===== src/rtl/image_loader_pkg.sv =====
// Shared sizes, sync marker and FSM state encoding for the image frame loader.
package image_loader_pkg;

  localparam int unsigned IMG_BITS  = 784;
  localparam int unsigned IMG_BYTES = 98;
  localparam int unsigned SLOT_BITS = 4;
  localparam int unsigned IDX_W     = 7;
  localparam int unsigned BIT_IDX_W = IDX_W + 3;

  localparam logic [7:0] SYNC_BYTE_DEFAULT = 8'hA5;

  localparam logic [2:0] ENC_IDLE   = 3'd0;
  localparam logic [2:0] ENC_SLOT   = 3'd1;
  localparam logic [2:0] ENC_DATA   = 3'd2;
  localparam logic [2:0] ENC_CHECK  = 3'd3;
  localparam logic [2:0] ENC_COMMIT = 3'd4;

  typedef enum logic [2:0] {
    ST_IDLE   = ENC_IDLE,
    ST_SLOT   = ENC_SLOT,
    ST_DATA   = ENC_DATA,
    ST_CHECK  = ENC_CHECK,
    ST_COMMIT = ENC_COMMIT
  } state_t;

endpackage


===== src/rtl/image_frame_loader_timer.sv =====
// Inter-byte watchdog: counts while running, pulses o_expired for the cycle
// in which the count sits at TIMEOUT_CYCLES-1.
module byte_timeout_timer #(
  parameter int unsigned TIMEOUT_CYCLES = 1_000_000
) (
  input  logic clk,
  input  logic i_reset,
  input  logic i_clear,
  input  logic i_run,
  output logic o_expired
);

  localparam int unsigned CNT_W = (TIMEOUT_CYCLES > 2) ? $clog2(TIMEOUT_CYCLES) : 1;
  localparam logic [CNT_W-1:0] PRE_EXPIRE = CNT_W'(TIMEOUT_CYCLES - 2);

  logic [CNT_W-1:0] r_count;
  logic             r_expired;

  // Expiry is registered one count early so it lines up with count == TIMEOUT_CYCLES-1.
  always_ff @(posedge clk) begin
    if (i_reset) begin
      r_count   <= '0;
      r_expired <= 1'b0;
    end else begin
      r_expired <= i_run && !i_clear && (r_count == PRE_EXPIRE);
      if (i_clear) begin
        r_count <= '0;
      end else if (i_run) begin
        r_count <= r_count + CNT_W'(1);
      end
    end
  end

  assign o_expired = r_expired;

endmodule


===== src/rtl/image_frame_loader.sv =====
// Assembles UART byte frames (sync, slot, 98 data bytes, XOR checksum) into
// 784-bit images and writes checked frames into the image RAM.
module image_frame_loader
  import image_loader_pkg::*;
#(
  parameter int unsigned TIMEOUT_CYCLES = 1_000_000,
  parameter logic [7:0]  SYNC_BYTE      = SYNC_BYTE_DEFAULT
) (
  input  logic                 clk,
  input  logic                 i_reset,
  input  logic                 i_rx_valid,
  input  logic [7:0]           i_rx_data,
  output logic                 o_wr_en,
  output logic [SLOT_BITS-1:0] o_wr_addr,
  output logic [IMG_BITS-1:0]  o_wr_data,
  output logic                 o_busy,
  output logic                 o_err_chk,
  output logic                 o_err_frame,
  output logic                 o_err_timeout,
  output logic [7:0]           o_frame_count
);

  state_t                r_state;
  state_t                w_state_nxt;
  logic [SLOT_BITS-1:0]  r_slot;
  logic [SLOT_BITS-1:0]  r_wr_addr;
  logic [IDX_W-1:0]      r_idx;
  logic [7:0]            r_xor;
  logic [IMG_BITS-1:0]   r_buf;
  logic                  r_wr_en;
  logic                  r_busy;
  logic                  r_err_chk;
  logic                  r_err_frame;
  logic                  r_err_timeout;
  logic [7:0]            r_frame_count;

  logic                  w_err_chk_nxt;
  logic                  w_err_frame_nxt;
  logic                  w_err_timeout_nxt;
  logic                  w_expired;
  logic                  w_tmr_clear;
  logic                  w_tmr_run;
  logic                  w_slot_ok;
  logic                  w_last_byte;
  logic [BIT_IDX_W-1:0]  w_bit_base;

  assign w_slot_ok   = (i_rx_data[7:SLOT_BITS] == '0);
  assign w_last_byte = (r_idx == IDX_W'(IMG_BYTES - 1));
  assign w_bit_base  = {r_idx, 3'b000};
  assign w_tmr_clear = i_rx_valid || (r_state == ST_IDLE);
  assign w_tmr_run   = (r_state == ST_SLOT) || (r_state == ST_DATA) || (r_state == ST_CHECK);

  byte_timeout_timer #(
    .TIMEOUT_CYCLES(TIMEOUT_CYCLES)
  ) u_timer (
    .clk      (clk),
    .i_reset  (i_reset),
    .i_clear  (w_tmr_clear),
    .i_run    (w_tmr_run),
    .o_expired(w_expired)
  );

  always_ff @(posedge clk) begin
    if (i_reset) begin
      r_state <= ST_IDLE;
    end else begin
      r_state <= w_state_nxt;
    end
  end

  // Next state and error pulses; an arriving byte always takes priority over expiry.
  always_comb begin
    w_state_nxt       = r_state;
    w_err_chk_nxt     = 1'b0;
    w_err_frame_nxt   = 1'b0;
    w_err_timeout_nxt = 1'b0;
    case (r_state)
      ST_IDLE, ST_COMMIT: begin
        w_state_nxt = ST_IDLE;
        if (i_rx_valid && (i_rx_data == SYNC_BYTE)) begin
          w_state_nxt = ST_SLOT;
        end
      end
      ST_SLOT: begin
        if (i_rx_valid) begin
          if (w_slot_ok) begin
            w_state_nxt = ST_DATA;
          end else begin
            w_state_nxt     = ST_IDLE;
            w_err_frame_nxt = 1'b1;
          end
        end else if (w_expired) begin
          w_state_nxt       = ST_IDLE;
          w_err_timeout_nxt = 1'b1;
        end
      end
      ST_DATA: begin
        if (i_rx_valid) begin
          if (w_last_byte) begin
            w_state_nxt = ST_CHECK;
          end
        end else if (w_expired) begin
          w_state_nxt       = ST_IDLE;
          w_err_timeout_nxt = 1'b1;
        end
      end
      ST_CHECK: begin
        if (i_rx_valid) begin
          if (i_rx_data == r_xor) begin
            w_state_nxt = ST_COMMIT;
          end else begin
            w_state_nxt   = ST_IDLE;
            w_err_chk_nxt = 1'b1;
          end
        end else if (w_expired) begin
          w_state_nxt       = ST_IDLE;
          w_err_timeout_nxt = 1'b1;
        end
      end
      default: begin
        w_state_nxt = ST_IDLE;
      end
    endcase
  end

  // Datapath and registered outputs.
  always_ff @(posedge clk) begin
    if (i_reset) begin
      r_slot        <= '0;
      r_wr_addr     <= '0;
      r_idx         <= '0;
      r_xor         <= '0;
      r_buf         <= '0;
      r_wr_en       <= 1'b0;
      r_busy        <= 1'b0;
      r_err_chk     <= 1'b0;
      r_err_frame   <= 1'b0;
      r_err_timeout <= 1'b0;
      r_frame_count <= '0;
    end else begin
      r_wr_en       <= (w_state_nxt == ST_COMMIT);
      r_busy        <= (w_state_nxt != ST_IDLE);
      r_err_chk     <= w_err_chk_nxt;
      r_err_frame   <= w_err_frame_nxt;
      r_err_timeout <= w_err_timeout_nxt;
      if (w_state_nxt == ST_COMMIT) begin
        r_wr_addr <= r_slot;
      end
      if (r_state == ST_COMMIT) begin
        r_frame_count <= r_frame_count + 8'd1;
      end
      if ((r_state == ST_SLOT) && i_rx_valid && w_slot_ok) begin
        r_slot <= i_rx_data[SLOT_BITS-1:0];
        r_xor  <= i_rx_data;
        r_idx  <= '0;
      end
      if ((r_state == ST_DATA) && i_rx_valid) begin
        r_buf[w_bit_base +: 8] <= i_rx_data;
        r_xor                  <= r_xor ^ i_rx_data;
        r_idx                  <= r_idx + IDX_W'(1);
      end
    end
  end

  assign o_wr_en       = r_wr_en;
  assign o_wr_addr     = r_wr_addr;
  assign o_wr_data     = r_buf;
  assign o_busy        = r_busy;
  assign o_err_chk     = r_err_chk;
  assign o_err_frame   = r_err_frame;
  assign o_err_timeout = r_err_timeout;
  assign o_frame_count = r_frame_count;

endmodule


===== config.mk =====
export PLATFORM = sky130hd
export DESIGN_NAME = image_frame_loader
export DESIGN_NICKNAME = d
export VERILOG_FILES = /design/src/rtl/image_loader_pkg.sv /design/src/rtl/image_frame_loader_timer.sv /design/src/rtl/image_frame_loader.sv
export SDC_FILE = /design/constraint.sdc
export NUM_CORES = 2
export LEC_CHECK = 0
export ABC_AREA = 0
export CELL_PAD_IN_SITES_DETAIL_PLACEMENT = 1
export CELL_PAD_IN_SITES_GLOBAL_PLACEMENT = 2
export CORE_MARGIN = 2
export CORE_UTILIZATION = 29
export CTS_BUF_LIST = sky130_fd_sc_hd__clkbuf_4 sky130_fd_sc_hd__clkbuf_8 sky130_fd_sc_hd__clkbuf_16
export CTS_CLUSTER_DIAMETER = 80
export DETAILED_ROUTE_END_ITERATION = 10
export PLACE_DENSITY_LB_ADDON = 0.05
export REMOVE_ABC_BUFFERS = 1
export SLEW_MARGIN = 20
export SYNTH_ARGS = -nofsm -noshare
export SYNTH_HDL_FRONTEND = slang
export SYNTH_SLANG_ARGS = --single-unit

===== constraint.sdc =====
create_clock -name clk -period 6 [get_ports clk]
set_input_delay 1.2 -clock clk [delete_from_list [all_inputs] [get_ports clk]]
set_output_delay 1.2 -clock clk [all_outputs]
set_load 0.02 [all_outputs]

# Word-level counts from Yosys, hierarchy flattened
# Index checks and enable logic that the tools add are counted.
totals:
  mem_count: 0
  ramBits: 0
  romBits: 0
  out_inout_bits: 801
  elab_cells: 71
  register_bits: 844
  latch_bits: 0
  inputBits: 11
op_classes:
  n_reduce_logical: 20
  n_lt_le_gt_ge: 0
  n_mul: 0
  n_shift: 2
  muxes: 17
  bitwise: 5
  div_mod_pow: 0
  n_eq_ne: 9
  n_addsub: 4
ops:
  columns: ["op", "n"]
  rows:
  - ["bitwise mux 784 bit", 1]
  - ["variable shift 8 x 12 -> 784 bit, first input constant", 1]
  - ["indexed part select 8 x 12 -> 784 bit", 1]
  - ["adder 20 x 1 -> 20 bit, second input constant", 1]
  - ["== test 20 bit, second input constant", 1]
  - ["2-to-1 mux 3 bit", 6]
  - ["2-to-1 mux 8 bit", 2]
  - ["2-to-1 mux 7 bit", 2]
  - ["negation 10 -> 12 bit", 1]
  - ["one-hot mux 3 bit (4 select lines)", 1]
  - ["OR reduction 3 bit", 4]
  - ["adder 8 x 1 -> 8 bit, second input constant", 1]
  - ["== test 8 bit", 1]
  - ["== test 8 bit, second input constant", 1]
  - ["bitwise XOR 8 bit", 1]
  - ["adder 7 x 1 -> 7 bit, second input constant", 1]
  - ["== test 7 bit, second input constant", 1]
  - ["== test 3 x 2 -> 1 bit, second input constant", 2]
  - ["== test 3 bit, second input constant", 2]
  - ["logical AND 1 bit", 6]
  - ["zero test 4 bit", 1]
  - ["2-to-1 mux 1 bit", 4]
  - ["NOT 1 bit", 4]
  - ["OR reduction 2 bit", 2]
  - ["7 further kinds", 9]

# Depth between registers and ports, before layout
depth:
  word_depth: 5
  mapped_depth: 14
  ltp_nobuf: 7

# Modules after synthesis
# A second synthesis with hierarchy kept.
unflattened:
  cells_unflattened: 3565
  hier_area_um2: 35716.8
modules_own_cells:
  columns: ["mod", "seq_area_each_um2", "instances", "area_each_um2", "cells_per_inst"]
  rows:
  - ["image_frame_loader", 16475.8, 1, 34735.8, 3456]
  - ["byte_timeout_timer", 420.4, 1, 980.9, 109]

# Least setup slack after synthesis
# No wires, ideal clock.
synth_timing:
  path_kind: "register to register"
  startpoint: "register r_idx[0]"
  endpoint: "register r_buf[608] (netlist: o_wr_data[608])"
  path_slack_ns: 2.801
  period_less_slack_ns: 3.199
  setup_ns: 0.153
  t_arrival_ns: 3.046
  path_stages_with_launch: 13
  n_path_buf: 6
  path_cell_list: "dfxtp_1 -> clkbuf_1 -> clkbuf_1 -> inv_1 -> ha_1 -> buf_4 -> clkbuf_1 -> clkbuf_1 -> nor3_1 -> o21a_1 -> clkbuf_1 -> o2111ai_1 -> mux2i_1"
synth_between:
  elab_chain_len: 3
  word_cells_on_any_way: 4
  cone_classes: "add/sub (1); shift (2); mux (1)"
synth_lines:
  columns: ["item", "line_no", "rtl"]
  rows:
  - ["start, declared", "image_frame_loader.sv:27", "logic [IDX_W-1:0] r_idx;"]
  - ["start signal, assigned", "image_frame_loader.sv:160", "r_idx <= r_idx + IDX_W'(1);"]
  - ["negation 10 -> 12 bit (*)", "image_frame_loader.sv:158", "r_buf[w_bit_base +: 8] <= i_rx_data;"]
  - ["indexed part select 8 x 12 -> 784 bit / variable shift 8 x 12 -> 784 bit (equally long branches)", "image_frame_loader.sv:158", null]
  - ["bitwise mux 784 bit (*)", "image_frame_loader.sv:158", null]
  - ["end signal, assigned by index", "image_frame_loader.sv:158", null]
  - ["end, declared", "image_frame_loader.sv:29", "logic [IMG_BITS-1:0] r_buf;"]
# Every way passes the cells marked *; elsewhere a longest branch is shown, timed or not.
# A chain may end at the register's enable or synchronous reset.

# Worst setup path in the final report
layout_timing:
  startpoint: "register r_idx[0]"
  endpoint: "register r_buf[23] (netlist: o_wr_data[23])"
# The elaborated chain is that of the path after synthesis.

==> flow_metrics.py <==
metrics = {
    "run_status": {
        "run_status": "finished clean",
    },
    "job": {
        "maxCapViolations": 0,
    },
    "timing": {
        "min_period_ns": 4.645,
        "fmax_mhz": 215.3,
        "setup_violations": 0,
        "skew_ns": 0.02526,
        "grt_setup_unrepaired": "no",
        "slew_headroom_pct": 21.33,
        "finalCritPeriodShare_pct": 77.41,
        "hold_violations": 0,
        "fin_tns_setup_ns": 0,
        "worst_pin_slew_ns": 1.180,
        "drv_slew": 0,
    },
    "worst_setup_path": {
        "path_cells": "inv_1 > ha_1 > buf_4 > or3b_1 > o21ai_1 > and3_1 > nand3_1 > mux2i_1",
        "cp-end-kind": "register",
        "reg2regPathDepth": 8,
        "path_max_fanout": 28,
        "r2r-end": "o_wr_data[23]",
        "cp.required_ns": 6.61,
        "cp_slowest_cell": "and3_1",
        "r2r_start": "r_idx[0]",
        "crit_type": "reg2reg",
        "reg2reg_setup_slack_ns": 1.36,
        "max_stage_delay_ns": 1.05,
        "worstPathArrival_ns": 5.25,
        "crit_path_start_kind": "register",
    },
    "synthesis": {
        "yosysUniqueCellTypes": 81,
        "synth_top_cell_by_area": "dfxtp_1",
        "syn_area_per_cell_um2": 9.583,
        "synthCells": 3482,
        "synth_ff_type": "dfxtp_1",
        "synth_edf_count": 0,
        "ys_seq_area_share_pct": 50.63,
        "yosysTopAreaCellShare_pct": 50.63,
        "synth.most_common_cell": "nand2_1",
        "syn_area_mm2": 0.03337,
        "synthTopCellsByCount": "nand2_1, dfxtp_1, mux2i_1",
        "ys_warn_count": 0,
        "synthArstFlopShare_pct": 0,
        "synth.ff_latch_count": 844,
        "synth.area.top_cells": "dfxtp_1, mux2i_1, nand2_1",
    },
    "floorplanning": {
        "io_pins": 812,
        "die_w_um": 343.2,
        "core_area_mm2": 0.1142,
        "start_util_pct": 29.22,
        "core.rowCount": 124,
        "die_h_um": 343.2,
        "dieArea_mm2": 0.1178,
    },
    "global_route": {
        "antenna_found_initial": 6,
        "use_met2_pct": 41.90,
        "met1_usage_pct": 29.84,
        "grt_pass1_vias": 28610,
        "grt.total_usage_pct": 24.37,
        "gr-total-overflow": 0,
        "grt_max_degree": 189,
        "grt_busiest_layer": "met2",
        "grt_pass1_wl_um": 210500,
        "met3_usage_pct": 6.189,
    },
    "drt": {
        "remaining_drc_errors": 0,
        "drt_wl_total_um": 148900,
        "ant_nets": 0,
        "wire_per_inst_um": 25.59,
        "drt-initial-drc-count": 1366,
        "vias": 28050,
        "firstDrtPassIters": 5,
        "vias_per_cell": 4.820,
    },
    "clock_network": {
        "cts_made_buffers": 101,
        "htreeDepth": 3,
        "path_clk_slew_ns": 0.06,
        "cts_resized": 0,
        "cts_tree": "built",
        "cts.path.max_buffers": 3,
        "clk_latency_ns": 0.70,
        "hold_buffers": 0,
        "post_cts_buffers": 0,
        "cts.sinks": 844,
        "root_buffer": "clkbuf_16",
    },
    "layout": {
        "final_core_util_pct": 40.84,
        "fill_cells": 12810,
        "final_area_mm2": 0.04664,
        "final_net_count": 4242,
        "syn_to_final_growth_pct": 39.76,
        "drive_above_1_share_pct": 9.110,
    },
    "min_path": {
        "whs_path_depth": 2,
        "hp-class": "reg2reg",
        "holdPathEnd": "o_wr_data[299]",
        "hold_start": "o_wr_data[299]",
    },
    "placement": {
        "hpwl_um": 107000,
        "gp_routability_congestion": 0.7934,
        "placed_area_mm2": 0.04317,
        "io_buffers": 811,
    },
    "power_and_ir_drop": {
        "ir_drop_uv": 198.9,
        "power_density_mw_per_mm2": 260.7,
        "total_power_mw": 12.16,
        "leakagePower_nw": 17.91,
    },
}
## critical path: cells and delay by family (launching register included)
| family | cells | cell delay [ns] |
|---|---|---|
| DFF | 1 | 0.59 |
| muxes | 1 | 0.34 |
| AOI/OAI and AO/OA | 1 | 0.55 |
| and+or+nand+nor | 3 | 2.33 |
| adders and majority gates | 1 | 0.17 |
| buffers and inverters | 2 | 0.56 |
## report_power, final
part	internal (mW)	total (mW)	switching [mW]
registers	5.61	5.61	0.00171
clock network	3.79	6.34	2.55
logic	0.0303	0.211	0.181
total	9.42	12.2	2.73
## layout by cell type, fill, tap and decap left out, types with 5 or more instances in the layout
| cell | synthesis | layout |
|---|---|---|
| clkbuf_4 | 0 | 30 |
| nor2b_1 | 12 | 12 |
| nand4_1 | 11 | 11 |
| or3_1 | 16 | 16 |
| nand2_1 | 996 | 993 |
| and2_0 | 6 | 6 |
| and3b_1 | 6 | 6 |
| or2_2 | 17 | 17 |
| nor3b_1 | 10 | 9 |
| o21ai_2 | 1 | 5 |
| inv_1 | 11 | 11 |
| clkbuf_8 | 0 | 28 |
| buf_4 | 4 | 69 |
| nand3_2 | 22 | 22 |
| ha_1 | 8 | 8 |
| xnor2_1 | 23 | 22 |
| xor2_1 | 13 | 13 |
| nor3_4 | 16 | 16 |
| o211ai_1 | 55 | 55 |
| o31ai_1 | 8 | 7 |
| nor3_1 | 27 | 22 |
| and2_1 | 9 | 9 |
| nor3_2 | 0 | 5 |
| clkinv_2 | 0 | 11 |
| nand2b_1 | 8 | 7 |
| o21ai_1 | 8 | 6 |
| clkdlybuf4s50_1 | 0 | 810 |
| mux2i_1 | 720 | 720 |
| nor2_1 | 113 | 108 |
| and3_1 | 20 | 20 |
| clkbuf_16 | 0 | 102 |
| nand3_1 | 32 | 32 |
| nand3b_1 | 9 | 9 |
| nor2_2 | 19 | 22 |
| a21oi_1 | 24 | 21 |
| o21ai_0 | 79 | 77 |
| dfxtp_1 | 844 | 844 |
| nor4_1 | 11 | 10 |
## worst max-delay path by stage
stage,from,end,cells past startpoint
finish,r_idx[0],o_wr_data[23],8
global route,r_idx[0],o_wr_data[16],8
CTS,r_idx[0],o_wr_data[23],8
detailed placement,r_idx[0],o_wr_data[18],8
global placement,i_rx_valid,o_wr_data[21],5
floorplan,i_reset,o_wr_data[244],5
## per-stage QoR
step           worst slack [ns]  hold WS (ns)  std cells
6_report                  1.355        0.4560       5818
5_1_grt                   1.155        0.4715       5815
4_1_cts                   1.434        0.4577       5815
3_5_place_dp              1.475        0.4460       5632
3_3_place_gp              1.500        0.4419       5631
2_1_floorplan            -4.344        0.4632       3237
## routing by layer
metal / wire [um] / up-vias
li1: - / 13230
met1: 63230 / 14000
met2: 72320 / 628
met3: 8770 / 184
met4: 4550 / 0
met5: 0 / -
## kinds of logic after synthesis
logic type | after synthesis | synth area share (%)
and+or+nand+nor | 1393 | 18.84
DFF | 844 | 50.63
muxes | 724 | 21.73
buffers and inverters | 257 | 3.101
AOI/OAI and AO/OA | 219 | 4.402
xor gates and xnor gates | 37 | 0.9936
adders and majority gates | 8 | 0.3000
## registers in the layout, summed over array words and instances (netlist names), 3 cells and up
name             flops
o_frame_count        8
r_state              3
r_xor                8
o_wr_addr            4
o_wr_data          784
r_idx                7
r_slot               4
u_timer.r_count     20
## cell type report
cell class                      instances  area, um2  share of cell area [%]
Sequential cell                       844      16900                   36.23
Multi-Input combinational cell       2381      15620                   33.49
Timing Repair Buffer                  883       8713                   18.68
Clock buffer                          160       3163                   6.782
Tap cell                             1512       1892                   4.057
Clock inverter                         23      291.5                  0.6251
Inverter                               12      52.55                  0.1127
Antenna cell                            3      7.507                 0.01610
Note: power is estimated with default switching activity, not from simulation.
